[config.mk]
export PLATFORM = sky130hd
export DESIGN_NAME = hacd_decompressor_flat
export DESIGN_NICKNAME = d
export VERILOG_FILES = /design/src/rtl/hacd_decompressor_if.sv /design/src/rtl/hacd_decompressor.sv /design/src/flat_wrapper.sv
export SDC_FILE = /design/constraint.sdc
export NUM_CORES = 1
export LEC_CHECK = 0
export ABC_AREA = 1
export CORE_AREA = 5 5 410 412
export DETAILED_ROUTE_END_ITERATION = 16
export DIE_AREA = 0 0 415 417
export PLACE_DENSITY = 0.33
export SYNTH_ARGS = -nofsm -noshare
export SYNTH_HDL_FRONTEND = slang
export SYNTH_SLANG_ARGS = --single-unit
[constraint.sdc]
create_clock -name clk_i -period 2.6 [get_ports clk_i]
set_input_delay 0.39 -clock clk_i [delete_from_list [all_inputs] [get_ports clk_i]]
set_output_delay 0.39 -clock clk_i [all_outputs]
set_load 0.03 [all_outputs]
[src/rtl/hacd_decompressor_if.sv]
// ----------------------------------------------------------------------------
// hacd_decompressor_if
// FIFO-side bundle for the HACD page decompressor.
//   Read side : rdfifo_empty, rd_req, rd_data, rd_rresp, rd_valid
//   Write side: wrfifo_full, wr_req, wr_data
// modport master = decompressor side, modport slave = FIFO side.
// ----------------------------------------------------------------------------
interface hacd_decompressor_if #(
    parameter int DATA_WIDTH = 512
) ();
    logic                  rdfifo_empty;
    logic                  rd_req;
    logic [DATA_WIDTH-1:0] rd_data;
    logic [1:0]            rd_rresp;
    logic                  rd_valid;
    logic                  wrfifo_full;
    logic                  wr_req;
    logic [DATA_WIDTH-1:0] wr_data;

    modport master (
        input  rdfifo_empty, rd_data, rd_rresp, rd_valid, wrfifo_full,
        output rd_req, wr_req, wr_data
    );

    modport slave (
        output rdfifo_empty, rd_data, rd_rresp, rd_valid, wrfifo_full,
        input  rd_req, wr_req, wr_data
    );
endinterface

[src/rtl/hacd_decompressor.sv]
// ----------------------------------------------------------------------------
// hacd_decompressor
// Rebuilds a 64-cacheline page from one metadata line plus 16 payload lines.
// Chunks flagged in the metadata zero-vector are written as all-zero lines;
// the single non-zero chunk is copied from the payload stream.
//
// Ports:
//   clk_i, rst_ni      clock, asynchronous active-low reset
//   decomp_start       level request to decompress one page
//   fifo (master)      read-FIFO / write-FIFO handshake bundle
//   decomp_done        page fully written (held until decomp_start drops)
//   bus_error          sticky, nonzero read response seen
//   fmt_error          sticky, invalid metadata seen
//   dbg_state          current FSM state
//   dbg_line_cnt       output line counter
//
// Optional feature macro: HACD_DECOMP_STRICT_META_EN
//   defined   -> metadata bits above [3:0] must be zero, else format error
//   undefined -> those bits are ignored
// ----------------------------------------------------------------------------
module hacd_decompressor #(
    parameter int DATA_WIDTH      = 512,
    parameter int LINES_PER_CHUNK = 16
) (
    input  logic                       clk_i,
    input  logic                       rst_ni,
    input  logic                       decomp_start,
    hacd_decompressor_if.master        fifo,
    output logic                       decomp_done,
    output logic                       bus_error,
    output logic                       fmt_error,
    output logic [2:0]                 dbg_state,
    output logic [6:0]                 dbg_line_cnt
);

    localparam int PAGE_LINES = 4 * LINES_PER_CHUNK;

    typedef enum logic [2:0] {
        IDLE    = 3'd0,
        RD_META = 3'd1,
        EXPAND  = 3'd2,
        DRAIN   = 3'd3,
        DONE    = 3'd4,
        BUS_ERR = 3'd5,
        FMT_ERR = 3'd6
    } state_e;

    state_e     state;
    logic [6:0] line_cnt;
    logic [4:0] drain_cnt;
    logic [3:0] meta_zv;
    logic [1:0] pay_chunk;
    logic       outstanding;

    // A zero-vector is usable when it flags all four chunks or all but one.
    function automatic logic meta_fmt_ok(input logic [3:0] zv);
        case (zv)
            4'b1110, 4'b1101, 4'b1011, 4'b0111, 4'b1111: return 1'b1;
            default:                                     return 1'b0;
        endcase
    endfunction

    function automatic logic [1:0] zero_idx(input logic [3:0] zv);
        case (zv)
            4'b1101: return 2'd1;
            4'b1011: return 2'd2;
            4'b0111: return 2'd3;
            default: return 2'd0;
        endcase
    endfunction

    logic       rsp_vld;
    logic       rsp_err;
    logic       rd_ok;
    logic [1:0] cur_chunk;
    logic       in_payload;
    logic       meta_ok;

    // Responses are only honoured while a read is actually in flight.
    assign rsp_vld    = fifo.rd_valid && outstanding;
    assign rsp_err    = (fifo.rd_rresp != 2'b00);
    assign rd_ok      = !fifo.rdfifo_empty && !outstanding;
    assign cur_chunk  = 2'(line_cnt / 7'(LINES_PER_CHUNK));
    assign in_payload = (cur_chunk == pay_chunk) && (meta_zv != 4'hF);

`ifdef HACD_DECOMP_STRICT_META_EN
    assign meta_ok = meta_fmt_ok(fifo.rd_data[3:0]) &&
                     (fifo.rd_data[DATA_WIDTH-1:4] == '0);
`else
    assign meta_ok = meta_fmt_ok(fifo.rd_data[3:0]);
`endif

    assign dbg_state    = state;
    assign dbg_line_cnt = line_cnt;

    always_ff @(posedge clk_i or negedge rst_ni) begin
        if (!rst_ni) begin
            state        <= IDLE;
            line_cnt     <= '0;
            drain_cnt    <= '0;
            meta_zv      <= '0;
            pay_chunk    <= '0;
            outstanding  <= 1'b0;
            fifo.rd_req  <= 1'b0;
            fifo.wr_req  <= 1'b0;
            fifo.wr_data <= '0;
            decomp_done  <= 1'b0;
            bus_error    <= 1'b0;
            fmt_error    <= 1'b0;
        end else begin
            fifo.rd_req <= 1'b0;
            fifo.wr_req <= 1'b0;
            if (rsp_vld) begin
                outstanding <= 1'b0;
            end

            case (state)
                IDLE: begin
                    if (decomp_start && !fifo.rdfifo_empty) begin
                        state     <= RD_META;
                        line_cnt  <= '0;
                        drain_cnt <= '0;
                    end
                end

                RD_META: begin
                    if (rsp_vld) begin
                        if (rsp_err) begin
                            state     <= BUS_ERR;
                            bus_error <= 1'b1;
                        end else begin
                            meta_zv   <= fifo.rd_data[3:0];
                            pay_chunk <= zero_idx(fifo.rd_data[3:0]);
                            if (meta_ok) begin
                                state <= EXPAND;
                            end else begin
                                state     <= FMT_ERR;
                                fmt_error <= 1'b1;
                            end
                        end
                    end else if (rd_ok) begin
                        fifo.rd_req <= 1'b1;
                        outstanding <= 1'b1;
                    end
                end

                EXPAND: begin
                    if (line_cnt == 7'(PAGE_LINES)) begin
                        // An all-zero page still owns 16 payload lines in the FIFO.
                        if (meta_zv == 4'hF) begin
                            state <= DRAIN;
                        end else begin
                            state       <= DONE;
                            decomp_done <= 1'b1;
                        end
                    end else if (in_payload) begin
                        if (rsp_vld) begin
                            if (rsp_err) begin
                                state     <= BUS_ERR;
                                bus_error <= 1'b1;
                            end else begin
                                // Written even if the FIFO went almost-full meanwhile;
                                // its slack entry absorbs this line.
                                fifo.wr_req  <= 1'b1;
                                fifo.wr_data <= fifo.rd_data;
                                line_cnt     <= line_cnt + 7'd1;
                            end
                        end else if (rd_ok && !fifo.wrfifo_full) begin
                            fifo.rd_req <= 1'b1;
                            outstanding <= 1'b1;
                        end
                    end else if (!fifo.wrfifo_full) begin
                        fifo.wr_req  <= 1'b1;
                        fifo.wr_data <= '0;
                        line_cnt     <= line_cnt + 7'd1;
                    end
                end

                DRAIN: begin
                    if (drain_cnt == 5'(LINES_PER_CHUNK)) begin
                        state       <= DONE;
                        decomp_done <= 1'b1;
                    end else if (rsp_vld) begin
                        if (rsp_err) begin
                            state     <= BUS_ERR;
                            bus_error <= 1'b1;
                        end else begin
                            drain_cnt <= drain_cnt + 5'd1;
                        end
                    end else if (rd_ok) begin
                        fifo.rd_req <= 1'b1;
                        outstanding <= 1'b1;
                    end
                end

                DONE: begin
                    if (!decomp_start) begin
                        state       <= IDLE;
                        decomp_done <= 1'b0;
                    end
                end

                BUS_ERR, FMT_ERR: begin
                    state <= state;
                end

                default: begin
                    state <= IDLE;
                end
            endcase
        end
    end

endmodule

[src/flat_wrapper.sv]
// flat-port wrapper written by rule: the top's interface ports become plain ports
module hacd_decompressor_flat 
#(
    parameter int DATA_WIDTH      = 512,
    parameter int LINES_PER_CHUNK = 16
)
  (clk_i, rst_ni, decomp_start, decomp_done, bus_error, fmt_error, dbg_state, dbg_line_cnt, fifo_rdfifo_empty, fifo_rd_data, fifo_rd_rresp, fifo_rd_valid, fifo_wrfifo_full, fifo_rd_req, fifo_wr_req, fifo_wr_data);
  hacd_decompressor_if #(.DATA_WIDTH(DATA_WIDTH)) fifo_i ();
  input  logic clk_i;
  input  logic rst_ni;
  input  logic decomp_start;
  output logic decomp_done;
  output logic bus_error;
  output logic fmt_error;
  output logic [2:0] dbg_state;
  output logic [6:0] dbg_line_cnt;
  input wire logic [$bits(fifo_i.rdfifo_empty)-1:0] fifo_rdfifo_empty;
  input wire logic [$bits(fifo_i.rd_data)-1:0] fifo_rd_data;
  input wire logic [$bits(fifo_i.rd_rresp)-1:0] fifo_rd_rresp;
  input wire logic [$bits(fifo_i.rd_valid)-1:0] fifo_rd_valid;
  input wire logic [$bits(fifo_i.wrfifo_full)-1:0] fifo_wrfifo_full;
  output wire logic [$bits(fifo_i.rd_req)-1:0] fifo_rd_req;
  output wire logic [$bits(fifo_i.wr_req)-1:0] fifo_wr_req;
  output wire logic [$bits(fifo_i.wr_data)-1:0] fifo_wr_data;
  assign fifo_i.rdfifo_empty = fifo_rdfifo_empty;
  assign fifo_i.rd_data = fifo_rd_data;
  assign fifo_i.rd_rresp = fifo_rd_rresp;
  assign fifo_i.rd_valid = fifo_rd_valid;
  assign fifo_i.wrfifo_full = fifo_wrfifo_full;
  assign fifo_rd_req = fifo_i.rd_req;
  assign fifo_wr_req = fifo_i.wr_req;
  assign fifo_wr_data = fifo_i.wr_data;
  hacd_decompressor #(.DATA_WIDTH(DATA_WIDTH), .LINES_PER_CHUNK(LINES_PER_CHUNK)) u_core (.clk_i(clk_i), .rst_ni(rst_ni), .decomp_start(decomp_start), .fifo(fifo_i), .decomp_done(decomp_done), .bus_error(bus_error), .fmt_error(fmt_error), .dbg_state(dbg_state), .dbg_line_cnt(dbg_line_cnt));
endmodule
==> results of run 1 <==
==> power by group <==
group,switching [W],internal (W)
combinational,0.00489,0.00327
sequential,0.000716,0.00956
clock,0.00440,0.00652
==> area by class of cell <==
| type | count | area, µm² | share of cell area [%] |
|---|---|---|---|
| well taps | 2189 | 2740 | 7.35 |
| flip-flops and latches | 539 | 13500 | 36.2 |
| multi-input cells | 1735 | 6700 | 18.0 |
| clock buffers | 117 | 2290 | 6.14 |
| inverters | 38 | 143 | 0.383 |
| diodes | 11 | 27.5 | 0.0739 |
| clock inverters | 21 | 334 | 0.896 |
| repair buffers | 1134 | 11600 | 31.0 |
==> how the worst min path moves through the flow <==
stage / from / end / slack [ns] / depth (start not counted)
after global routing: fifo_rd_data[301] / u_core.fifo.wr_data[301] / 0.19 / 3
after detailed placement: rst_ni / u_core.fifo.wr_data[154] / 0.43 / 1
after CTS: fifo_rd_data[241] / u_core.fifo.wr_data[241] / 0.16 / 3
after global placement: rst_ni / u_core.fifo.wr_data[154] / 0.43 / 1
final: fifo_rd_data[241] / u_core.fifo.wr_data[241] / 0.26 / 3
after floorplan: rst_ni / u_core.bus_error / 0.09 / 0
==> flip-flops by register name, indices dropped and copies added, names as in the netlist <==
signal and flops:
u_core.fifo.rd_req 1, u_core.dbg_line_cnt 7, u_core.fmt_error 1, u_core.fifo.wr_data 512, u_core.drain_cnt 5, u_core.decomp_done 1
u_core.bus_error 1, u_core.outstanding 1, u_core.dbg_state 3, u_core.fifo.wr_req 1, u_core.meta_zv 4, u_core.pay_chunk 2
==> tightest hold or removal path: cells and delay by family <==
| kind | cells | cell delay, ns |
|---|---|---|
| buffers and inverters | 1 | 0.39 |
| AND/OR/NAND/NOR | 2 | 0.10 |
==> cell usage after synthesis, types with 2 or more instances <==
cell         n  area share (%)
a21oi_1      2           0.048
buf_2      104             2.5
clkbuf_1    12            0.22
dfrtp_1    539              65
ha_1         4            0.24
inv_1       35            0.63
inv_2        2           0.036
nand2_1   1638              29
nand3_1     30            0.72
nand3b_1     2           0.072
nor2_1      26            0.47
nor3_1       3           0.072
o21ai_0     17            0.41
o21bai_1     2           0.072
xor2_1       4            0.17
==> cells in the final DEF, fill, tap and decap left out, types with 8 or more instances in the layout <==
master              n
nand2_1          1638
clkdlybuf4s50_1  1045
dfrtp_1           539
clkbuf_16          77
buf_4              54
inv_1              35
buf_12             33
nand3_1            29
nor2_1             26
clkbuf_8           21
clkbuf_1           19
o21ai_0            17
diode_2            11
clkinv_2            8
==> stage by stage <==
stage | worst slack, ns | setup TNS (ns) | total power, W | hold WS, ns
6_report | 0.182 | 0 | 0.0294 | 0.257
5_1_grt | 0.0611 | 0 | 0.0310 | 0.192
4_1_cts | 0.0702 | 0 | 0.0301 | 0.164
3_5_place_dp | -0.0509 | -0.653 | 0.0188 | 0.431
3_3_place_gp | -0.0477 | -1.16 | 0.0188 | 0.430
2_1_floorplan | 0.545 | 0 | 0.0141 | 0.0944
==> cells by family after synthesis <==
group / count (synthesis)
buf+inv: 154
xor+xnor: 4
flops: 539
simple gates: 1703
compound gates: 24
fa+ha+maj: 4
==> per-layer routing <==
metal	track usage (%)	up-vias	share of wire, %
met1	13.9	9254	38
li1	-	9542	-
met2	22.8	573	52
met3	5.05	150	7.8
met4	3.87	4	2.5
met5	0	-	0.024
==> flow_metrics.env, run 1 <==
export IMPL_status="finished, final reports clean"
export IMPL_setup_worst_path_class="reg -> out"
export IMPL_final_nets=4049
export IMPL_synth_nets=2952
export IMPL_synth_xor_area_share_pct=0.168
export IMPL_synth_top_family_by_area="simple AND/OR/NAND/NOR gates"
export IMPL_core_area_mm2=0.164
export IMPL_reg2reg_depth=10
export IMPL_crit_required_ns=2.21
export IMPL_period_needed_ns=2.42
export IMPL_avgSynthCellArea_um2=8.60
export IMPL_hold_path_class="in -> reg"
export IMPL_stdcell_area_mm2=0.0373
export IMPL_die_w_um=415
export IMPL_clock_path_buffers=3
export IMPL_worst_r2r_setup_slack_ns=0.36
export IMPL_antenna_found_initial=24
export IMPL_end_kind="output pin"
export IMPL_ant_nets=0
export IMPL_synth_edf_count=0
export IMPL_place_area_mm2=0.0346
export IMPL_yosys_warnings=0
export IMPL_timing_fmax_ghz=0.414
export IMPL_drt_pre_antenna_iters=5
export IMPL_post_cts_buffers=0
export IMPL_worstSetupStartpoint="u_core.dbg_state[0]"
export IMPL_drt_total_wl_um=115000
export IMPL_cts_buffers=77
export IMPL_cts_sinks=539
export IMPL_synthMuxAreaShare_pct=0
export IMPL_cp_max_fo=9
export IMPL_cts_tree="built"
export IMPL_reg2reg_to="u_core.fifo.wr_data[437]"
export IMPL_clkTransAtPathRegs_ns=0.06
export IMPL_place_inst=5634
export IMPL_cp_endpoint="dbg_state[0]"
export IMPL_drive_gt1_share_pct=5.94
export IMPL_cts_hold_buf=1
export IMPL_utilization_pct=22.7
export IMPL_synthAdderAreaFrac_pct=0.240
export IMPL_finalNonFillerCells=5784
export IMPL_io_buffer_count=1046
export IMPL_yosys_cell_types_count=23
export IMPL_gr_total_overflow=0
export IMPL_postSynth_asyncResetShare_pct=100
export IMPL_power_density_mw_per_mm2=788
export IMPL_slew_violations=0
export IMPL_slowest_delay_ns=0.82
export IMPL_first_global_vias=20300
export IMPL_initial_utilization_pct=12.7
export IMPL_nFillCells=18100
export IMPL_yosys_area_share_simple_pct=30.9
export IMPL_rsz0062_at_grt="false"
export IMPL_crit_reg2reg_launch="u_core.dbg_line_cnt[5]"
export IMPL_gp_congestion=0.804
export IMPL_cts_root_buf="clkbuf_16"
export IMPL_cp_depth=1
export IMPL_vias=19500
export IMPL_seq_area_frac_synth_pct=64.6
export IMPL_drcViolationCount=0
export IMPL_cts_resized=0
export IMPL_cts_htree_levels=3
export IMPL_viasPerCell=3.38
export IMPL_area_delta_synth_final_pct=78.5
export IMPL_std_cell_rows=149
export IMPL_drt_iter0_drc=966
export IMPL_die_h_um=417
export IMPL_post_dp_hpwl_um=89900
export IMPL_worstMarginPinSlew_ns=0.670
export IMPL_synthCells=2428
export IMPL_ys_ff_latch=539
export IMPL_synth_ff_type="dfrtp_1"
export IMPL_grt_usage_pct=12.8
export IMPL_finalSetupViolCount=0
export IMPL_relSlewSlack_pct=55.3
export IMPL_grt_pass1_wl_um=160000
export IMPL_worstPathBufferInverterCount=1
export IMPL_synth_compound_area_share_pct=0.629
export IMPL_ios=1047
export IMPL_finalClockSkew_ns=0.0249
export IMPL_p_leak_nw=18.1
export IMPL_start_kind="flop"
export IMPL_wl_per_cell_um=19.8
export IMPL_critPathTopFamily="buffers and inverters"
export IMPL_path_cells="clkdlybuf4s50_1"
export IMPL_slowest_stage="clkdlybuf4s50_1"
export IMPL_insertion_delay_ns=0.66
export IMPL_ir_drop_uv=508
export IMPL_grt_max_degree=96
export IMPL_finalHoldViolCount=0
export IMPL_fin_crit_sh_pct=93.0
export IMPL_drv_cap=0
export IMPL_die_area_mm2=0.173
export IMPL_arrival_ns=2.03
export IMPL_syn_area_mm2=0.0209
Power figures use the tool's default switching activity.
==> run 2, diff against run 1 <==
--- a/config.mk
+++ b/config.mk
@@ -6,10 +6,10 @@
 export NUM_CORES = 1
 export LEC_CHECK = 0
 export ABC_AREA = 1
-export CORE_AREA = 5 5 410 412
+export CORE_AREA = 5 5 407 409
 export DETAILED_ROUTE_END_ITERATION = 16
-export DIE_AREA = 0 0 415 417
-export PLACE_DENSITY = 0.33
+export DIE_AREA = 0 0 412 414
+export PLACE_DENSITY = 0.34
 export SYNTH_ARGS = -nofsm -noshare
 export SYNTH_HDL_FRONTEND = slang
 export SYNTH_SLANG_ARGS = --single-unit
==> run 2 against run 1 <==
Register-to-register slack got worse by 0.08 ns. Sequential power about the same. First-iteration DRC count increased by 14%. Critical path type unchanged. Critical endpoint is now dbg_line_cnt[5]. Largest cell class unchanged.
==> flow_metrics.env, run 2 (same netlist as run 1, synthesis figures left out) <==
export IMPL_grt_max_degree=62
export IMPL_slowest_stage="clkdlybuf4s50_1"
export IMPL_gr_usage_met1_pct=15.5
export IMPL_drcViolationCount=0
export IMPL_clock_path_buffers=3
export IMPL_finalClockSkew_ns=0.0258
export IMPL_final_common_cell="nand2_1"
export IMPL_busiest_layer="met2"
export IMPL_ios=1047
export IMPL_arrival_ns=1.96
export IMPL_die_area_mm2=0.171
export IMPL_reg2reg_to="u_core.fifo.wr_data[70]"
export IMPL_initial_utilization_pct=12.9
export IMPL_holdPathEnd="u_core.fifo.wr_data[276]"
export IMPL_crit_required_ns=2.21
export IMPL_finalSetupViolCount=0
export IMPL_post_dp_hpwl_um=94600
export IMPL_grt_usage_pct=13.5
export IMPL_std_cell_rows=148
export IMPL_worst_r2r_setup_slack_ns=0.28
export IMPL_cts_resized=0
export IMPL_hold_path_class="in -> reg"
export IMPL_fin_setup_tns_ns=0
export IMPL_grtUsageMet2_pct=23.3
export IMPL_area_delta_synth_final_pct=77.7
export IMPL_cts_root_buf="clkbuf_16"
export IMPL_first_global_vias=20600
export IMPL_relSlewSlack_pct=57.8
export IMPL_drt_iter0_drc=1103
export IMPL_fin_crit_sh_pct=90.5
export IMPL_die_h_um=414
export IMPL_setup_worst_path_class="reg -> out"
export IMPL_cts_tree="built"
export IMPL_timing_final_ws_setup_ns=0.248
export IMPL_p_leak_nw=18.0
export IMPL_die_w_um=412
export IMPL_cts_sinks=539
export IMPL_ant_nets=0
export IMPL_path_cells="clkdlybuf4s50_1"
export IMPL_slowest_delay_ns=0.81
export IMPL_status="finished, final reports clean"
export IMPL_largest_reg_flops=512
export IMPL_worstMarginPinSlew_ns=0.631
export IMPL_power_density_mw_per_mm2=784
export IMPL_finalHoldViolCount=0
export IMPL_gp_congestion=0.829
export IMPL_core_area_mm2=0.162
export IMPL_hold_depth=3
export IMPL_worstSetupStartpoint="u_core.dbg_line_cnt[5]"
export IMPL_ir_drop_uv=442
export IMPL_worstPathBufferInverterCount=1
export IMPL_vias=19700
export IMPL_insertion_delay_ns=0.66
export IMPL_io_buffer_count=1046
export IMPL_crit_reg2reg_launch="u_core.dbg_line_cnt[0]"
export IMPL_drive_gt1_share_pct=5.83
export IMPL_drv_cap=0
export IMPL_nFillCells=17800
export IMPL_antenna_found_initial=34
export IMPL_drt_total_wl_um=119000
export IMPL_viasPerCell=3.41
export IMPL_final_nets=4046
export IMPL_wl_per_cell_um=20.6
export IMPL_rsz0062_at_grt="false"
export IMPL_grt_pass1_wl_um=165000
export IMPL_final_cell_mix="nand2_1, clkdlybuf4s50_1, dfrtp_1"
export IMPL_slew_violations=0
export IMPL_min_from="fifo_rd_data[276]"
export IMPL_largest_register="u_core.fifo.wr_data"
export IMPL_timing_fmax_ghz=0.425
export IMPL_reg2reg_depth=11
export IMPL_gr_usage_met3_pct=4.92
export IMPL_cp_max_fo=8
export IMPL_drt_pre_antenna_iters=4
export IMPL_period_needed_ns=2.35
export IMPL_start_kind="flop"
export IMPL_cts_buffers=75
export IMPL_clkTransAtPathRegs_ns=0.06
export IMPL_pre_cts_slack_ns=0.0154
export IMPL_gr_total_overflow=0
export IMPL_critPathTopFamily="buffers and inverters"
export IMPL_end_kind="output pin"
export IMPL_cts_htree_levels=3
==> run 2: per-stage QoR <==
step / hold WS [ns] / std cells / util, % / total power [W] / cell area [µm²]
6_report: 0.250 / 5780 / 22.9 / 0.0291 / 37100
5_1_grt: 0.190 / 5762 / 22.9 / 0.0306 / 37000
4_1_cts: 0.141 / 5757 / 22.9 / 0.0298 / 37000
3_5_place_dp: 0.356 / 5619 / 21.4 / 0.0189 / 34500
3_3_place_gp: 0.355 / 5619 / 21.4 / 0.0189 / 34500
2_1_floorplan: 0.0944 / 2428 / - / 0.0141 / 20900
==> run 2: report_power, final <==
part / internal, W / leakage (nW) / switching [W] / total [W]
Combinational: 0.00328 / 9.27 / 0.00496 / 0.00824
Sequential: 0.00956 / 7.49 / 0.000743 / 0.0103
Clock: 0.00624 / 1.22 / 0.00430 / 0.0105
Total: 0.0191 / 18.0 / 0.0100 / 0.0291
==> run 2: area by class of cell <==
type                       count  area, µm²  share of cell area [%]
sequential                   539      13500                    36.4
timing repair buffer        1133      11500                    31.0
clock inverter                25        315                   0.850
multi-input combinational   1735       6700                    18.1
tap                         2175       2720                    7.34
inverter                      38        143                   0.385
antenna                       23       57.6                   0.155
clock buffer                 112       2180                    5.87
==> run 2: per-layer routing <==
layer / vias up / wire, µm
met1: 9325 / 47300
met2: 647 / 58200
met3: 150 / 10100
met4: 26 / 3070
li1: 9572 / -
met5: - / 152
==> run 2: worst max path at each step <==
stage / end / slack, ns / depth (start not counted)
after floorplan: u_core.fifo.wr_data[313] / 0.55 / 11
after global placement: u_core.fifo.wr_data[70] / 0.01 / 8
after detailed placement: u_core.fifo.wr_data[70] / 0.02 / 8
after CTS: fifo_wr_data[410] / 0.09 / 1
after global routing: u_core.fifo.wr_data[427] / 0.1 / 11
final: dbg_line_cnt[5] / 0.25 / 1
==> run 2: repair_timing <==
item / CTS / global route
buffers inserted: 0 / 0
hold buffers: 1 / 0
endpoints found under the hold margin: 44 / 0
